===== src/rtl/uart_rx_controller.sv =====
// uart_rx_controller
// Frame sequencer for the UART receiver. Waits for a start-bit falling edge on
// the synchronized line, then walks START -> DATA -> [PARITY] -> STOP, timing
// each bit with an edge counter (0..P-1) and a data-bit counter. It strobes
// the checker/deserializer enables in the last clock of each bit. It also
// collects the parity and stop verdicts. It issues exactly one data_valid or
// frame_err pulse in the first IDLE cycle after the stop bit.
//
// Ports
//   clk, rst            receiver (oversampling) clock, async active-high reset
//   rx_in               synchronized serial line, idle high
//   prescale            oversampling ratio (8/16/32; anything else acts as 8)
//   par_en              frame carries a parity bit
//   start_glitch        start checker verdict (valid with start_check_enable)
//   par_err             parity checker verdict (valid with par_check_enable)
//   stp_err             stop checker verdict (valid with stp_check_enable)
//   edge_cnt, bit_cnt   bit timing counters
//   samp_en             data sampler enable (whole frame)
//   *_check_enable      one-cycle checker strobes at end of bit
//   deser_en            one-cycle deserializer shift strobe per data bit
//   data_valid          one-cycle pulse: frame good
//   frame_err           one-cycle pulse: frame dropped
module uart_rx_controller #(
   parameter int DATA_BITS = 8,
   parameter int CNT_W     = 6
) (
   input  logic             clk,
   input  logic             rst,
   input  logic             rx_in,
   input  logic [CNT_W-1:0] prescale,
   input  logic             par_en,
   input  logic             start_glitch,
   input  logic             par_err,
   input  logic             stp_err,
   output logic [CNT_W-1:0] edge_cnt,
   output logic [3:0]       bit_cnt,
   output logic             samp_en,
   output logic             start_check_enable,
   output logic             par_check_enable,
   output logic             stp_check_enable,
   output logic             deser_en,
   output logic             data_valid,
   output logic             frame_err
);

   typedef enum logic [2:0] {IDLE, START, DATA, PARITY, STOP} state_t;

   state_t           state;
   logic [CNT_W-1:0] p_lat;     // prescale frozen for the whole frame
   logic             err_flag;  // sticky parity verdict for this frame
   logic [CNT_W-1:0] p_sel;
   logic             eob;       // last clock of the current bit
   logic             pre_eob;   // one clock before eob

   assign p_sel = (prescale == CNT_W'(8) || prescale == CNT_W'(16) ||
                   prescale == CNT_W'(32)) ? prescale : CNT_W'(8);

   assign eob     = (edge_cnt == p_lat - CNT_W'(1));
   assign pre_eob = (edge_cnt == p_lat - CNT_W'(2));

   // The strobes are registered, so they are launched one clock early
   // (pre_eob) to land exactly on the end-of-bit cycle. The state cannot
   // change between pre_eob and eob, so the current state selects the strobe.
   always_ff @(posedge clk or posedge rst) begin
      if (rst) begin
         state              <= IDLE;
         p_lat              <= CNT_W'(8);
         err_flag           <= 1'b0;
         edge_cnt           <= '0;
         bit_cnt            <= '0;
         samp_en            <= 1'b0;
         start_check_enable <= 1'b0;
         par_check_enable   <= 1'b0;
         stp_check_enable   <= 1'b0;
         deser_en           <= 1'b0;
         data_valid         <= 1'b0;
         frame_err          <= 1'b0;
      end else begin
         start_check_enable <= 1'b0;
         par_check_enable   <= 1'b0;
         stp_check_enable   <= 1'b0;
         deser_en           <= 1'b0;
         data_valid         <= 1'b0;
         frame_err          <= 1'b0;

         if (state == IDLE) begin
            edge_cnt <= '0;
            bit_cnt  <= '0;
            if (!rx_in) begin
               state    <= START;
               p_lat    <= p_sel;
               err_flag <= 1'b0;
               samp_en  <= 1'b1;
            end
         end else begin
            edge_cnt <= eob ? '0 : edge_cnt + CNT_W'(1);

            if (pre_eob) begin
               start_check_enable <= (state == START);
               deser_en           <= (state == DATA);
               par_check_enable   <= (state == PARITY);
               stp_check_enable   <= (state == STOP);
            end

            if (eob) begin
               case (state)
                  START: begin
                     if (start_glitch) begin
                        state   <= IDLE;
                        samp_en <= 1'b0;
                     end else begin
                        state   <= DATA;
                        bit_cnt <= '0;
                     end
                  end
                  DATA: begin
                     if (bit_cnt == 4'(DATA_BITS - 1)) begin
                        bit_cnt <= '0;
                        state   <= par_en ? PARITY : STOP;
                     end else begin
                        bit_cnt <= bit_cnt + 4'd1;
                     end
                  end
                  PARITY: begin
                     err_flag <= par_err;
                     state    <= STOP;
                  end
                  STOP: begin
                     state   <= IDLE;
                     samp_en <= 1'b0;
                     if (err_flag || stp_err) frame_err  <= 1'b1;
                     else                     data_valid <= 1'b1;
                  end
                  default: ;
               endcase
            end
         end
      end
   end

endmodule

===== config.mk =====
export PLATFORM = sky130hd
export DESIGN_NAME = uart_rx_controller
export DESIGN_NICKNAME = d
export VERILOG_FILES = /design/src/rtl/uart_rx_controller.sv
export SDC_FILE = /design/constraint.sdc
export NUM_CORES = 1
export LEC_CHECK = 0
export BUFFER_PORTS_ARGS = -buffer_cell sky130_fd_sc_hd__buf_4
export CORE_AREA = 2 2 41 81
export CTS_CLUSTER_SIZE = 12
export DETAILED_ROUTE_END_ITERATION = 12
export DIE_AREA = 0 0 43 83
export PLACE_DENSITY = 0.84
export SLEW_MARGIN = 20
export SYNTH_ARGS = -nofsm -noshare
export SYNTH_HDL_FRONTEND = slang
export SYNTH_SLANG_ARGS = --single-unit

===== constraint.sdc =====
create_clock -name clk -period 3.3 [get_ports clk]
set_clock_uncertainty 0.15 [all_clocks]
set_input_delay 0.495 -clock clk [delete_from_list [all_inputs] [get_ports clk]]
set_output_delay 0.495 -clock clk [all_outputs]
set_load 0.01 [all_outputs]

==> flow_summary.rst <==
.. list-table::
   :header-rows: 1

   * - Metric
     - Value
   * - Dominant synthesized flop cell
     - dfrtp_1
   * - Number of unique standard cell types used by synthesis
     - 46
   * - Number of buffers created by CTS
     - 3
   * - Clock sink count
     - 27
   * - Maximum operating frequency
     - 0.3511 GHz
   * - Post-synthesis cell type with the largest combined area
     - dfrtp_1
   * - Net count after synthesis
     - 175
   * - Startpoint-to-endpoint class of the critical path
     - flop to flop
   * - Placement-stage worst setup slack
     - 0.4634 ns
   * - Maximum count of clock buffers along a single path
     - 2
   * - Vert. Die Dim
     - 83 um
   * - Ys async rst share
     - 1.000
   * - Setup TNS
     - 0 ns
   * - DRC violation count after routing
     - 0
   * - Setup violations, final
     - 0
   * - Total routing resource utilization after global routing
     - 0.1990
   * - Cell types occupying the most area after synthesis
     - dfrtp_1 43%, nor2_1 5.2%, ha_1 4.1%, nand2_1 3.4%, xnor2_1 3.4%
   * - Type of element capturing the critical path
     - flop
   * - Worst endpoint data arrival time
     - 2.85 ns
   * - Post-DP HPWL
     - 2610 um
   * - Rows
     - 28
   * - Run status
     - completed
   * - Residual overflow from global routing
     - 0
   * - Floorplan Core Area
     - 2943 um^2
   * - Routed vias
     - 1268
   * - Layout overhead on the synthesized area
     - 17.32%
   * - DR pass1 iterations
     - 4
   * - Initial Util
     - 0.5179
   * - Xor-xnor portion of the synthesized cell area
     - 0.07964
   * - Total power consumption of the routed design
     - 1.221 mW
   * - Mean instance size in the synthesized netlist
     - 9.707 um^2
   * - Diodes inserted
     - 0
   * - Width of the die
     - 43 um
   * - Min setup slack post-route
     - 0.4521 ns
   * - CP Data Required Time
     - 3.31 ns
   * - Areal power density over the cells
     - 683.1 nW/um^2
   * - Total count of max-transition violations in the final report
     - 0
   * - Startpoint kind of the worst setup timing path
     - flop
   * - Period Utilization, post-route
     - 0.8630
   * - Worst vdd ir
     - 0.0005065 V
   * - EDFF count, synth
     - 0
   * - Area share of and/or/nand/nor cells after synthesis
     - 0.2143
   * - Number of global-route vias before repair
     - 1315
   * - Violation count after the first detailed-routing iteration
     - 37
   * - Area share of the leading cell type in the synthesized netlist
     - 0.4269
   * - Full die area
     - 3569 um^2
   * - Vias per cell
     - 5.981
   * - Multiplexer share of the synthesized area
     - 0.01396
   * - Clock root buffer
     - clkbuf_8
   * - Number of gates resized after CTS
     - 0
   * - Global-route wire length before repair
     - 5609 um
   * - H-tree depth
     - 1
   * - RSZ-0062 raised after global routing
     - no
   * - Reg clk slew, reported paths
     - 0.09 ns
   * - Pin count of the biggest net entering global routing
     - 28
   * - Number of primary I/O pins
     - 30
   * - Min Tclk post-route
     - 2.848 ns
   * - Average wire per cell in the routed design
     - 15.31 um
   * - IO Port Bufs
     - 29
   * - Dominant cell by count in the synthesized netlist
     - dfrtp_1
   * - Largest fanout on the critical path
     - 17
   * - Count of endpoints failing hold in the final timing report
     - 0
   * - Final Util
     - 0.6076
   * - Kind of path behind the tightest hold check
     - input port to asynchronous set/reset pin
   * - Commonest cells in the netlist
     - 26 x dfrtp_1, 21 x nor2_1, 14 x nand2_1
   * - Final wirelength
     - 3245 um
   * - Relative slew margins
     - 0.2669
   * - Flop and latch count out of synthesis
     - 27
   * - Share of the synthesized area in compound gates (AO/OA/AOI/OAI)
     - 0.1658
   * - Cts-stage hold buffer count
     - 0
   * - Buffers inserted by post-CTS timing repair
     - 0
   * - Measured slew at the worst slew-check pin
     - 1.093 ns
   * - Nets
     - 201
   * - Post-synth design cell area
     - 1524 um^2
   * - TritonCTS clock tree
     - done
   * - Routability congestion estimate from global placement
     - 0.9253
   * - Main combinational cell family by area after synthesis
     - simple AND/OR/NAND/NOR gates
   * - Number of nets with antenna violations after detailed routing
     - 0
   * - Adder-cell area share of the yosys netlist
     - 0.04105
   * - Fraction of final layout cells with drive strength greater than 1
     - 0.2253
   * - Proportion of synthesized chip area in sequential cells
     - 0.4442
   * - Max-capacitance violation count
     - 0
   * - Gate count of the mapped netlist
     - 157
   * - LEAKAGE
     - 0.8062 nW
   * - Synthesis Warnings
     - 0
   * - Antenna violations before repair
     - 0
   * - Insertion delay to the later sink of the worst-skew pair
     - 0.27 ns
==> per-stage QoR <==
stage / instances / area (um^2) / hold WS (ns)
after detailed placement: 208 / 1739 / 0.3136
after global placement: 208 / 1739 / 0.3158
after global routing: 212 / 1788 / 0.2149
final: 212 / 1788 / 0.1618
after CTS: 212 / 1788 / 0.2259
after floorplan: 157 / 1524 / 0.2831
==> cell usage in the layout, fill, tap and decap left out, types with 2 or more instances in the layout <==
master,count
xor2_1,6
o211ai_1,3
clkbuf_8,3
buf_4,29
dfrtp_1,26
ha_1,5
o21ai_0,3
a21oi_1,3
xnor2_1,6
o31ai_1,4
inv_1,5
o32a_1,2
nor2b_1,2
nand2b_1,8
nand3_1,4
nor3_1,5
or3_1,2
o22ai_1,2
nand2_1,14
nor2_1,21
and3_1,3
==> cells by family after synthesis <==
kind of cell | Yosys count
muxes | 2
xor gates and xnor gates | 13
adders and majority gates | 5
DFF | 27
AOI/OAI and AO/OA | 29
and+or+nand+nor | 67
buffers and inverters | 14
==> path summary, 6_finish.rpt <==
path,from,end,slack (ns),cells past startpoint
worst max-delay path,p_lat[2],bit_cnt[1],0.45,8
worst min-delay path,rst,bit_cnt[0],0.16,2
worst max register to register,p_lat[2],bit_cnt[1],0.45,8
worst min register to register,err_flag,data_valid,0.32,1
max in group asynchronous,rst,data_valid,2.40,2
min in group clk,stp_err,data_valid,0.23,2
==> registers in the layout (all words and copies together) (netlist names) <==
signal              cells
stp_check_enable        1
frame_err               1
par_check_enable        1
deser_en                1
data_valid              1
bit_cnt                 4
state                   3
edge_cnt                6
samp_en                 1
p_lat                   6
err_flag                1
start_check_enable      1
==> power breakdown <==
part | switching [mW] | internal [mW]
sequential | 0.125 | 0.407
clock | 0.103 | 0.0856
combinational | 0.266 | 0.234
==> area by class of cell <==
type	count	area (um^2)
clock buffer	3	41.29
clock inverter	1	7.507
fill	256	1155
inverter	6	22.52
multi-input combinational	116	784.5
sequential	27	676.9
tap	30	37.54
timing repair buffer	29	217.7
==> critical path, stage by stage (launching register included) <==
cell      delay (ns)
dfrtp_1         0.42
inv_1           0.13
ha_1            0.22
a21boi_4        0.23
xor2_1          0.09
and3_1          0.20
o31ai_2         0.90
nor2_1          0.21
mux2i_1         0.17
==> routing by layer <==
metal,track usage,wire [um]
met1,0.2049,1096
met2,0.3567,1895
met5,0,0
met4,0.1240,172
met3,0.02609,80
Note: power is estimated with default switching activity, not from simulation.
